<file path="src/rtl/vga_timing_pkg.sv">
// -----------------------------------------------------------------------------
// vga_timing_pkg
// Shared 640x480 @ 60 Hz VGA timing constants. Used by vga_sync_gen for its
// default geometry and by the downstream pixel colour generator for the
// visible-area limits (X_MAX / Y_MAX).
// -----------------------------------------------------------------------------
package vga_timing_pkg;

  // System clocks per pixel (100 MHz board clock / 25 MHz pixel rate)
  localparam int CLK_DIV   = 4;

  // Horizontal geometry, in pixels
  localparam int H_DISPLAY = 640;
  localparam int H_FRONT   = 16;
  localparam int H_RETRACE = 96;
  localparam int H_BACK    = 48;

  // Vertical geometry, in lines
  localparam int V_DISPLAY = 480;
  localparam int V_FRONT   = 10;
  localparam int V_RETRACE = 2;
  localparam int V_BACK    = 33;

  localparam int H_TOTAL   = H_DISPLAY + H_FRONT + H_RETRACE + H_BACK;  // 800
  localparam int V_TOTAL   = V_DISPLAY + V_FRONT + V_RETRACE + V_BACK;  // 525

  // Inclusive sync-pulse bounds
  localparam int HS_START  = H_DISPLAY + H_FRONT;                       // 656
  localparam int HS_END    = HS_START + H_RETRACE - 1;                  // 751
  localparam int VS_START  = V_DISPLAY + V_FRONT;                       // 490
  localparam int VS_END    = VS_START + V_RETRACE - 1;                  // 491

  // Last visible coordinates
  localparam int X_MAX     = H_DISPLAY - 1;                             // 639
  localparam int Y_MAX     = V_DISPLAY - 1;                             // 479

  // Width of the x/y counters
  localparam int CNT_W     = 10;

  // True when pos lies in the inclusive range [lo, hi]
  function automatic logic in_span(input logic [CNT_W-1:0] pos,
                                   input int lo, input int hi);
    return (pos >= CNT_W'(lo)) && (pos <= CNT_W'(hi));
  endfunction

endpackage

</file>
<file path="src/rtl/pixel_tick_div.sv">
// -----------------------------------------------------------------------------
// pixel_tick_div
// Clock-enable divider: asserts p_tick for one clk out of every CLK_DIV.
// Ports:
//   clk    in  system clock
//   reset  in  asynchronous, active-high
//   p_tick out one-clk enable pulse, decoded from the counter register
// -----------------------------------------------------------------------------
module pixel_tick_div #(
  parameter int CLK_DIV = 4
) (
  input  logic clk,
  input  logic reset,
  output logic p_tick
);

  localparam int            CW   = (CLK_DIV > 1) ? $clog2(CLK_DIV) : 1;
  localparam logic [CW-1:0] LAST = CW'(CLK_DIV - 1);

  logic [CW-1:0] tick_cnt;

  always_ff @(posedge clk or posedge reset) begin
    if (reset) begin
      tick_cnt <= '0;
    end else if (tick_cnt == LAST) begin
      tick_cnt <= '0;
    end else begin
      tick_cnt <= tick_cnt + CW'(1);
    end
  end

  // Decoded from the register, so the pulse is glitch-free and starts at 0
  // while reset is held.
  assign p_tick = (tick_cnt == LAST);

endmodule

</file>
<file path="src/rtl/vga_sync_gen.sv">
// -----------------------------------------------------------------------------
// vga_sync_gen
// VGA timing generator (640x480 @ 60 Hz by default) running from the 100 MHz
// board clock. Feeds x/y/video_on to the pixel colour generator.
// Ports:
//   clk        in  system clock
//   reset      in  asynchronous, active-high
//   p_tick     out one-clk pixel-enable pulse every CLK_DIV clocks
//   x          out horizontal count, 0..H_TOTAL-1
//   y          out vertical count, 0..V_TOTAL-1
//   hsync      out active-low horizontal sync, registered
//   vsync      out active-low vertical sync, registered
//   video_on   out high inside the visible area, registered
//   frame_tick out one-clk pulse on the tick where (x,y) wraps to (0,0)
// -----------------------------------------------------------------------------
module vga_sync_gen
  import vga_timing_pkg::*;
#(
  parameter int CLK_DIV   = vga_timing_pkg::CLK_DIV,
  parameter int H_DISPLAY = vga_timing_pkg::H_DISPLAY,
  parameter int H_FRONT   = vga_timing_pkg::H_FRONT,
  parameter int H_RETRACE = vga_timing_pkg::H_RETRACE,
  parameter int H_BACK    = vga_timing_pkg::H_BACK,
  parameter int V_DISPLAY = vga_timing_pkg::V_DISPLAY,
  parameter int V_FRONT   = vga_timing_pkg::V_FRONT,
  parameter int V_RETRACE = vga_timing_pkg::V_RETRACE,
  parameter int V_BACK    = vga_timing_pkg::V_BACK
) (
  input  logic       clk,
  input  logic       reset,
  output logic       p_tick,
  output logic [9:0] x,
  output logic [9:0] y,
  output logic       hsync,
  output logic       vsync,
  output logic       video_on,
  output logic       frame_tick
);

  localparam int H_TOT = H_DISPLAY + H_FRONT + H_RETRACE + H_BACK;
  localparam int V_TOT = V_DISPLAY + V_FRONT + V_RETRACE + V_BACK;
  localparam int HS_LO = H_DISPLAY + H_FRONT;
  localparam int HS_HI = HS_LO + H_RETRACE - 1;
  localparam int VS_LO = V_DISPLAY + V_FRONT;
  localparam int VS_HI = VS_LO + V_RETRACE - 1;

  logic [CNT_W-1:0] h_cnt;
  logic [CNT_W-1:0] v_cnt;
  logic [CNT_W-1:0] h_next;
  logic [CNT_W-1:0] v_next;
  logic             h_last;
  logic             v_last;

  pixel_tick_div #(
    .CLK_DIV (CLK_DIV)
  ) u_tick (
    .clk    (clk),
    .reset  (reset),
    .p_tick (p_tick)
  );

  assign h_last = (h_cnt == CNT_W'(H_TOT - 1));
  assign v_last = (v_cnt == CNT_W'(V_TOT - 1));

  // Next-state counters. The sync/video flags are registered from these so
  // they change on exactly the same edge as x/y.
  always_comb begin
    h_next = h_cnt;
    v_next = v_cnt;
    if (p_tick) begin
      if (h_last) begin
        h_next = '0;
        if (v_last) begin
          v_next = '0;
        end else begin
          v_next = v_cnt + CNT_W'(1);
        end
      end else begin
        h_next = h_cnt + CNT_W'(1);
      end
    end
  end

  always_ff @(posedge clk or posedge reset) begin
    if (reset) begin
      h_cnt    <= '0;
      v_cnt    <= '0;
      hsync    <= 1'b1;
      vsync    <= 1'b1;
      video_on <= 1'b0;
    end else begin
      h_cnt    <= h_next;
      v_cnt    <= v_next;
      hsync    <= ~in_span(h_next, HS_LO, HS_HI);
      vsync    <= ~in_span(v_next, VS_LO, VS_HI);
      video_on <= (h_next < CNT_W'(H_DISPLAY)) && (v_next < CNT_W'(V_DISPLAY));
    end
  end

  assign x          = h_cnt;
  assign y          = v_cnt;
  assign frame_tick = p_tick & h_last & v_last;

endmodule
</file>
<file path="config.mk">
export PLATFORM = sky130hd
export DESIGN_NAME = vga_sync_gen
export DESIGN_NICKNAME = d
export VERILOG_FILES = /design/src/rtl/vga_timing_pkg.sv /design/src/rtl/pixel_tick_div.sv /design/src/rtl/vga_sync_gen.sv
export SDC_FILE = /design/constraint.sdc
export NUM_CORES = 1
export LEC_CHECK = 0
export ABC_CLOCK_PERIOD_IN_PS = 5200
export CAP_MARGIN = 5
export CELL_PAD_IN_SITES_DETAIL_PLACEMENT = 0
export CELL_PAD_IN_SITES_GLOBAL_PLACEMENT = 1
export CORE_UTILIZATION = 41
export DETAILED_ROUTE_END_ITERATION = 10
export PLACE_DENSITY = 0.92
export REMOVE_ABC_BUFFERS = 1
export SLEW_MARGIN = 20
export SYNTH_ARGS = -nofsm -noshare
export SYNTH_HDL_FRONTEND = slang
export SYNTH_SLANG_ARGS = --single-unit
</file>
<file path="constraint.sdc">
create_clock -name clk -period 5.2 [get_ports clk]
set_clock_uncertainty 0.05 [all_clocks]
set_input_delay 1.56 -clock clk [delete_from_list [all_inputs] [get_ports clk]]
set_output_delay 1.56 -clock clk [all_outputs]
set_load 0.02 [all_outputs]
</file>
==> run metrics, run 1 <==
status=completed; Storage cell area=628 um2; Hold Buf Count CTS=0; placed inst area=1640 um2; drt pass-1 iters=4; Num Clock Sinks=25; Distinct cells, synth=39; # nets final=172; first-pass GRT wire length=4.73 mm; CP delay by family, top=simple AND/OR/NAND/NOR gates; initial core utilization=43.9%; die area=3530 um2; I/O pin count=27; CTS tree=built; Max Cap Violations=0; ys async rst share=100%; final design utilization=54.1%; sequential fraction of the synthesis area=46.5%; row count=20; largest net degree at the start of global routing=26; PwrDens=170 nW/um2; top cells by area, synth=dfrtp_1 43%, dfstp_2 3.9%, ha_1 3.7%, nand3_1 3.7%, xor2_1 3.2%; CTS resizes=0; dpl ws=1.29 ns; Final ANT Viol Nets=0; top-count cell post-synth=dfrtp_1; crit start category=register; P&R area growth vs syn=23.3%; Setup-failing EPs final=0; # H-tree levels=1; Inserted Diodes=0; Die H=59.4 um; Final Hold Viols=0; design area=1670 um2; CP max-delay cell=or3_1; synthesized flop and latch total=25; initial antenna violation count=0; DR WL/cell=13.6 um; worst path cell trace=ha_1 > nand4_1 > or3_1 > nor2_1 > clkdlybuf4s50_1; Avg Inst Size Synth=9.52 um2; Max Slew Vio Count=0; Final GP Congestion=0.865; fmax=232 MHz; Root Driver=clkbuf_4; number of synthesized flops with an enable pin=0; global route total overflow=0; Fill cells=301; Worst Setup End Kind=output pin; Die Width=59.4 um; port bufs=26; final setup TNS=0 ns; core box area=3080 um2; drt via density=5.41; CP max FO=11; warnings from Yosys=0; critical path buffer and inverter count=1; Rel. slew slack=37.9%; HPWL Detailed=2.12 mm; multi-input combinational cell area=656 um2; setup fix buffers added after clock tree synthesis=0; Total GRT Usage=17.7%; actual slew at the worst max-slew pin=0.931 ns; WS Path Type=register to output pin; vias in the first global route=1047; DRT iter0 DRCs=30; Reg clk slew, reported paths=0.12 ns; Post-Syn Instances=142; top cells by count, synth=23 x dfrtp_1, 11 x inv_1, 11 x nand2_1; setup slack, reg-to-reg=2.72 ns; Peak VDD IR=0.161 mV; Max stage delay on crit path=0.61 ns; HP Class=register to register; setup ws final=0.886 ns; post-synth top area share=42.6%; share of cells above drive strength 1=6.06%; RSZ-0062 raised after global routing=no; Leak=0.718 nW; via count=1131; routed wire length=2.85 mm; Crit path arrival time=2.70 ns; main flop type after synthesis=dfrtp_1; Mapped Area=1350 um2; Pwr Total=0.284 mW; top cell type by total area after synthesis=dfrtp_1; Tcrit/Tclk final=83.0%; WP data required=3.59 ns; CTS Buf Count=3; # DRC=0; clock buffer depth=2; post-layout min period=4.31 ns; Clk Latency, worst-skew pair=0.31 ns
## stage by stage
step	hold WS (ns)	cells
CTS	0.391	209
global placement	0.362	205
finish	0.385	209
floorplan	0.353	135
global route	0.407	209
detailed placement	0.374	205
## registers in the layout (all words and copies together) (netlist names)
name / cells
x: 10
y: 10
u_tick.tick_cnt: 2
hsync: 1
video_on: 1
vsync: 1
## layout by cell type, fill, tap and decap left out, types with 4 or more instances in the layout
| cell | n |
|---|---|
| nor4_1 | 4 |
| xor2_1 | 5 |
| and3_1 | 6 |
| ha_1 | 4 |
| nand3_1 | 10 |
| nand4_1 | 6 |
| o21ai_0 | 5 |
| dfrtp_1 | 23 |
| clkdlybuf4s50_1 | 26 |
| nand2_1 | 11 |
| nor3_1 | 4 |
| nor2_1 | 7 |
| inv_1 | 11 |
## cell families (layout without fill, tap and decap cells)
family / Yosys count / in the layout / share of synthesized area, %
DFF: 25 / 25 / 46.5
muxes: 1 / 1 / 0.741
adders and majority gates: 4 / 4 / 3.70
xor gates and xnor gates: 8 / 8 / 5.19
buffers and inverters: 18 / 41 / 5.37
AOI/OAI and AO/OA: 24 / 24 / 13.3
and+or+nand+nor: 62 / 62 / 25.2
## metal layers
metal | routed length, um | share of wire [%] | global-route usage, % | vias up
met5 | 0 | 0 | 0 | -
met4 | 18 | 0.63 | 3.74 | 0
met3 | 85 | 3.0 | 4.59 | 2
met2 | 1330 | 47 | 28.1 | 26
met1 | 1410 | 49 | 24.3 | 543
li1 | - | - | - | 560
## where the power goes
group          total, mW  internal, mW  switching, mW  leakage, nW
registers          0.194         0.194              0        0.323
logic            0.00435      0.000693        0.00366        0.380
clock network     0.0848        0.0300         0.0549       0.0150
## path summary, 6_finish.rpt
check / endpoint / depth (start not counted) / from
hold / removal: u_tick.tick_cnt[0] / 1 / u_tick.tick_cnt[0]
setup / recovery: frame_tick / 5 / x[0]
min in group asynchronous: y[7] / 2 / reset
hold reg to reg: u_tick.tick_cnt[0] / 1 / u_tick.tick_cnt[0]
max in group asynchronous: x[1] / 2 / reset
setup reg to reg: video_on / 6 / x[0]
## cell type report
type                            count  share of cell area, %
Timing Repair Buffer               26                   15.6
Tap cell                           44                   3.30
Multi-Input combinational cell     99                   39.3
Sequential cell                    25                   37.7
Inverter                           11                   2.48
Clock buffer                        4                   1.58
(Power assumes the default switching activity.)
==> run 2: changes to the inputs <==
- ABC_CLOCK_PERIOD_IN_PS: 5200 -> 4400
- CORE_UTILIZATION: 41 -> 38
- PLACE_DENSITY: 0.92 -> 0.87
- clock period: 5.2 -> 4.4 ns (I/O delays scaled with it)
==> run metrics, run 2 (same netlist as run 1, synthesis figures left out) <==
status=completed (unchanged); CTS resizes=0 (unchanged); final setup TNS=0 ns (unchanged); CP max-delay cell=clkdlybuf4s50_1 (was or3_1); Final GP Congestion=0.790 (was 0.865); Die Width=61.6 um (was 59.4 um); Hold Crit Start=u_tick.tick_cnt[0] (unchanged); initial core utilization=40.2% (was 43.9%); via count=1148 (was 1131); Total GRT Usage=17.8% (was 17.7%); worst reg2reg startpoint=u_tick.tick_cnt[0] (was x[0]); fmax=248 MHz; vias in the first global route=1136 (was 1047); worst path cell trace=ha_1 > nand2b_1 > or3_1 > nor2_1 > clkdlybuf4s50_1 (was ha_1 > nand4_1 > or3_1 > nor2_1 > clkdlybuf4s50_1); WP data required=3.03 ns (was 3.59 ns); Leak=0.722 nW (was 0.718 nW); crit start category=register (unchanged); RSZ-0062 raised after global routing=no (unchanged); die area=3800 um2 (was 3530 um2); core box area=3360 um2 (was 3080 um2); Die H=61.6 um (was 59.4 um); # nets final=173 (was 172); Max Cap Violations=0 (unchanged); Root Driver=clkbuf_4 (unchanged); drt pass-1 iters=4 (unchanged); HPWL Detailed=2.16 mm (was 2.12 mm); row count=21 (was 20); crit path launch=u_tick.tick_cnt[0] (was x[0]); P&R area growth vs syn=24.1% (was 23.3%); share of cells above drive strength 1=6.63% (was 6.06%); post-layout min period=4.03 ns; actual slew at the worst max-slew pin=0.919 ns (was 0.931 ns); commonest non-fill, non-tap cell in the layout=clkdlybuf4s50_1 (unchanged); WS Path Type=register to output pin (unchanged); # DRC=0 (unchanged); placed inst area=1650 um2 (was 1640 um2); final cell count without fillers=212 (was 209); CTS tree=built (unchanged); Crit path arrival time=2.66 ns (was 2.70 ns); first-pass GRT wire length=5.02 mm (was 4.73 mm); Clk Latency, worst-skew pair=0.32 ns (was 0.31 ns); Tcrit/Tclk final=91.5%; HP Class=register to register (unchanged); Peak VDD IR=0.120 mV (was 0.161 mV); largest net degree at the start of global routing=26 (unchanged); I/O pin count=27 (unchanged); DR WL/cell=13.9 um (was 13.6 um); Worst Setup End Kind=output pin (unchanged); final design utilization=49.9% (was 54.1%); Max stage delay on crit path=0.61 ns (about the same); Rel. slew slack=38.7% (was 37.9%); PwrDens=204 nW/um2 (was 170 nW/um2); Final ANT Viol Nets=0 (unchanged); Max Slew Vio Count=0 (unchanged); design area=1680 um2 (was 1670 um2); initial antenna violation count=0 (unchanged); DRT iter0 DRCs=27 (was 30); Setup-failing EPs final=0 (unchanged); port bufs=26 (unchanged); Num Clock Sinks=25 (unchanged); global route total overflow=0 (unchanged); most frequent cells in the layout=26 x clkdlybuf4s50_1, 23 x dfrtp_1, 11 x inv_1, 11 x nand2_1, 10 x nand3_1 (unchanged); Inserted Diodes=0 (unchanged); routed wire length=2.95 mm (was 2.85 mm); clock buffer depth=2 (unchanged); critical path buffer and inverter count=1 (unchanged); Reg clk slew, reported paths=0.14 ns (was 0.12 ns); Placed Cells incl. Taps=208 (was 205); setup fix buffers added after clock tree synthesis=0 (unchanged); Final Hold Viols=0 (unchanged); drt via density=5.42 (was 5.41); Hold Buf Count CTS=0 (unchanged); CTS Buf Count=3 (unchanged); CP max FO=16 (was 11); # H-tree levels=1 (unchanged); CP delay by family, top=simple AND/OR/NAND/NOR gates (unchanged)
## run 2: changes by cell type in the layout (fill, tap and decap cells not counted), sizes merged
cell	delta
buf	+1
## run 2: final cells by class
type	count	area [um2]
clock buffers	4	26.3
multi-input cells	99	656
repair buffers	27	268
inverters	11	41.3
well taps	46	57.6
fillers	336	1690
flip-flops and latches	25	628
## run 2: path summary, 6_finish.rpt
path / slack [ns] / end / cells after the start
setup / recovery: 0.37 / frame_tick / 5
hold / removal: 0.38 / u_tick.tick_cnt[0] / 1
setup reg to reg: 1.97 / video_on / 6
hold reg to reg: 0.38 / u_tick.tick_cnt[0] / 1
max in group asynchronous: 2.29 / y[1] / 2
min in group asynchronous: 1.45 / video_on / 2
## run 2: layer usage
metal / GRT usage [%] / vias to the layer above / wire length [um]
met5: 0 / - / 0
met4: 7.30 / 0 / 34
met3: 2.52 / 4 / 111
met2: 28.3 / 30 / 1430
met1: 24.3 / 553 / 1380
li1: - / 561 / -
## run 2: worst reg2reg max path: cells and delay by family, from the launching register on
family                   cells  cell delay, ns
AND/OR/NAND/NOR              2            0.74
adder cells (fa/ha/maj)      1            0.47
flip-flops                   1            0.37
AO/OA/AOI/OAI                3            0.73
## run 2: through the flow
stage / hold WS, ns / setup slack (ns) / power, mW
global route: 0.417 / 0.152 / 0.358
floorplan: 0.353 / 1.17 / 0.238
detailed placement: 0.367 / 0.758 / 0.240
global placement: 0.361 / 0.811 / 0.240
finish: 0.385 / 0.374 / 0.341
CTS: 0.386 / 0.377 / 0.345
## run 2: power by group
part	switching (mW)	total, mW	internal [mW]
Sequential	0	0.230	0.230
Clock	0.0707	0.106	0.0354
Combinational	0.00429	0.00512	0.000826
Total	0.0750	0.341	0.266
==> run 3: changes to the inputs <==
- ABC_CLOCK_PERIOD_IN_PS: 4400 -> default
- CORE_UTILIZATION: 38 -> 39
- SYNTH_HIERARCHICAL: default -> 1
==> run metrics, run 3 <==
Hold EP=u_tick/tick_cnt[0] (was u_tick.tick_cnt[0]); top cells by area, synth=dfrtp_1 39%, xnor2_1 6.0%, dfstp_2 3.6%, ha_1 3.4%, nand3_1 3.4% (was dfrtp_1 43%, dfstp_2 3.9%, ha_1 3.7%, nand3_1 3.7%, xor2_1 3.2%); row count=21 (unchanged); main flop type after synthesis=dfrtp_1 (unchanged); top-count cell post-synth=dfrtp_1 (unchanged); Max stage delay on crit path=0.67 ns (was 0.61 ns); WS Path Type=register to output pin (unchanged); final design utilization=51.5% (was 49.9%); Hold WS=0.394 ns (was 0.385 ns); CTS tree=built (unchanged); Hold Buf Count CTS=0 (unchanged); status=completed (unchanged); Rel. slew slack=38.8% (was 38.7%); top cells by count, synth=23 x dfrtp_1, 13 x nand2_1, 11 x nor2_1 (was 23 x dfrtp_1, 11 x inv_1, 11 x nand2_1); global route total overflow=0 (unchanged); worst reg2reg startpoint=u_tick/tick_cnt[0] (was u_tick.tick_cnt[0]); most frequent cells in the layout=26 x clkdlybuf4s50_1, 23 x dfrtp_1, 13 x nand2_1, 11 x nor2_1 (was 26 x clkdlybuf4s50_1, 23 x dfrtp_1, 11 x inv_1, 11 x nand2_1, 10 x nand3_1); Final Hold Viols=0 (unchanged); Mapped Area=1460 um2 (was 1350 um2); setup fix buffers added after clock tree synthesis=0 (unchanged); HPWL Detailed=2.32 mm (was 2.16 mm); commonest non-fill, non-tap cell in the layout=clkdlybuf4s50_1 (unchanged); cell count of the worst hold path=1 (unchanged); Max Slew Vio Count=0 (unchanged); Crit path arrival time=2.77 ns (was 2.66 ns); Worst Setup End Kind=output pin (unchanged); Sw Share=21.0% (was 22.0%); setup ws final=0.260 ns (was 0.374 ns); top cell type by total area after synthesis=dfrtp_1 (unchanged); post-synth top area share=39.5% (was 42.6%); # H-tree levels=1 (unchanged); HP Class=register to register (unchanged); CTS resizes=0 (unchanged); CP max FO=10 (was 16); DR WL/cell=14.8 um (was 13.9 um); synthesized flop and latch total=25 (unchanged); core box area=3470 um2 (was 3360 um2); Setup-failing EPs final=0 (unchanged); Total GRT Usage=17.4% (was 17.8%); setup slack, reg-to-reg=1.81 ns (was 1.97 ns); Final GP Congestion=0.834 (was 0.790); vias in the first global route=1137 (was 1136); Root Driver=clkbuf_8 (was clkbuf_4); first-pass GRT wire length=5.47 mm (was 5.02 mm); worst path cell trace=ha_1 > nand4_2 > or4b_4 > nor2_1 > clkdlybuf4s50_1 (was ha_1 > nand2b_1 > or3_1 > nor2_1 > clkdlybuf4s50_1); clock network fraction of total power=37.1% (was 31.1%); largest net degree at the start of global routing=24 (was 26); Tcrit/Tclk final=94.1% (was 91.5%); FF-to-FF End=video_on (unchanged); number of synthesized flops with an enable pin=0 (unchanged); initial core utilization=42.0% (was 40.2%); I/O pin count=27 (unchanged); # nets final=179 (was 173); port bufs=26 (unchanged); crit start category=register (unchanged); ys async rst share=100% (unchanged); initial antenna violation count=0 (unchanged); Peak VDD IR=0.126 mV (was 0.120 mV); clock buffer depth=2 (unchanged); Die Width=63.1 um (was 61.6 um); via count=1222 (was 1148); # DRC=0 (unchanged); P&R area growth vs syn=22.5% (was 24.1%); worst reg2reg path depth=6 (unchanged); drt via density=5.61 (was 5.42); Post-Syn Instances=148 (was 142); Avg Inst Size Synth=9.85 um2 (was 9.52 um2); drt pass-1 iters=4 (unchanged); RSZ-0062 raised after global routing=no (unchanged); CP delay by family, top=simple AND/OR/NAND/NOR gates (unchanged); sequential fraction of the synthesis area=43.1% (was 46.5%); Clk Latency, worst-skew pair=0.27 ns (was 0.32 ns); Final ANT Viol Nets=0 (unchanged); Num Clock Sinks=25 (unchanged); critical path buffer and inverter count=1 (unchanged); dpl ws=0.581 ns (was 0.758 ns); Max Cap Violations=0 (unchanged); Distinct cells, synth=46 (was 39); Hold Crit Start=u_tick/tick_cnt[0] (was u_tick.tick_cnt[0]); Reg clk slew, reported paths=0.09 ns (was 0.14 ns); Net Switching=0.0785 mW (was 0.0750 mW); die area=3990 um2 (was 3800 um2); CP max-delay cell=clkdlybuf4s50_1 (unchanged); PwrDens=209 nW/um2 (was 204 nW/um2); final setup TNS=0 ns (unchanged); Cell Int Power=0.295 mW (was 0.266 mW); Die H=63.1 um (was 61.6 um); routed wire length=3.23 mm (was 2.95 mm); fmax=242 MHz (was 248 MHz); warnings from Yosys=6 (was 0); Comb pwr share=1.4% (was 1.5%); actual slew at the worst max-slew pin=0.910 ns (was 0.919 ns); share of power burned in registers=61.4% (was 67.4%); CTS Buf Count=3 (unchanged); Leak=0.700 nW (was 0.722 nW); share of cells above drive strength 1=9.88% (was 6.63%); DRT iter0 DRCs=38 (was 27); post-layout min period=4.14 ns (was 4.03 ns); Inserted Diodes=0 (unchanged); WP data required=3.03 ns (about the same)
run 3: cell count changes in the layout (fill, tap and decap cells not counted), sizes merged, moves of 3 or more:
cell,change
or3,-3
and3,-4
a21oi,-3
xnor2,+7
nor2,+4
nand2b,-3
run 3: cell type report:
type,instances,area [um2]
fill,336,1680
multi-input combinational,106,749
sequential,25,628
timing repair buffer,27,268
tap,46,57.6
clock buffer,4,45.0
inverter,10,37.5
run 3: per-layer routing:
| metal | up-vias | GRT usage (%) | wire length (um) | part of all wire [%] |
|---|---|---|---|---|
| met5 | - | 0 | 0 | 0 |
| met4 | 0 | 4.36 | 20 | 0.62 |
| met3 | 2 | 2.17 | 125 | 3.9 |
| met2 | 36 | 28.8 | 1530 | 47 |
| met1 | 597 | 24.0 | 1550 | 48 |
| li1 | 587 | - | - | - |
run 3: stage by stage:
step                      instance area (um2)  instances  power (mW)
after floorplan                          1420        141       0.238
after global placement                   1740        214       0.240
after detailed placement                 1740        214       0.240
after CTS                                1790        218       0.378
after global routing                     1790        218       0.390
final                                    1790        218       0.374
run 3: power groups by stage:
stage / Sequential [mW] / Clock [mW] / Combinational, mW
floorplan: 0.234 / 0 / 0.00348
global placement: 0.234 / 0 / 0.00567
detailed placement: 0.234 / 0 / 0.00582
CTS: 0.230 / 0.143 / 0.00583
global route: 0.230 / 0.153 / 0.00648
finish: 0.230 / 0.139 / 0.00535
run 3: logic make-up after synthesis:
logic type / count (synthesis) / share of synthesized area, %
AO/OA/AOI/OAI: 24 / 12.9
buffers and inverters: 17 / 5.49
adder cells (fa/ha/maj): 4 / 3.43
multiplexers: 2 / 1.37
XOR/XNOR: 13 / 7.81
AND/OR/NAND/NOR: 63 / 25.9
flip-flops: 25 / 43.1
run 3: worst max-delay path by stage:
stage / from / slack [ns] / cells past startpoint / to
global placement: u_tick/tick_cnt[0] / 0.64 / 5 / frame_tick
detailed placement: u_tick/tick_cnt[0] / 0.58 / 5 / frame_tick
CTS: u_tick/tick_cnt[0] / 0.26 / 5 / frame_tick
global route: u_tick/tick_cnt[0] / 0.08 / 5 / frame_tick
finish: u_tick/tick_cnt[0] / 0.26 / 5 / frame_tick
floorplan: u_tick/tick_cnt[0] / 1.02 / 4 / frame_tick
run 3: worst reg2reg max path: cells and delay by family, from the launching register on:
family | cells | cell delay (ns)
AOI/OAI and AO/OA | 2 | 0.35
adders and majority gates | 1 | 0.33
DFF | 1 | 0.36
and+or+nand+nor | 3 | 1.36
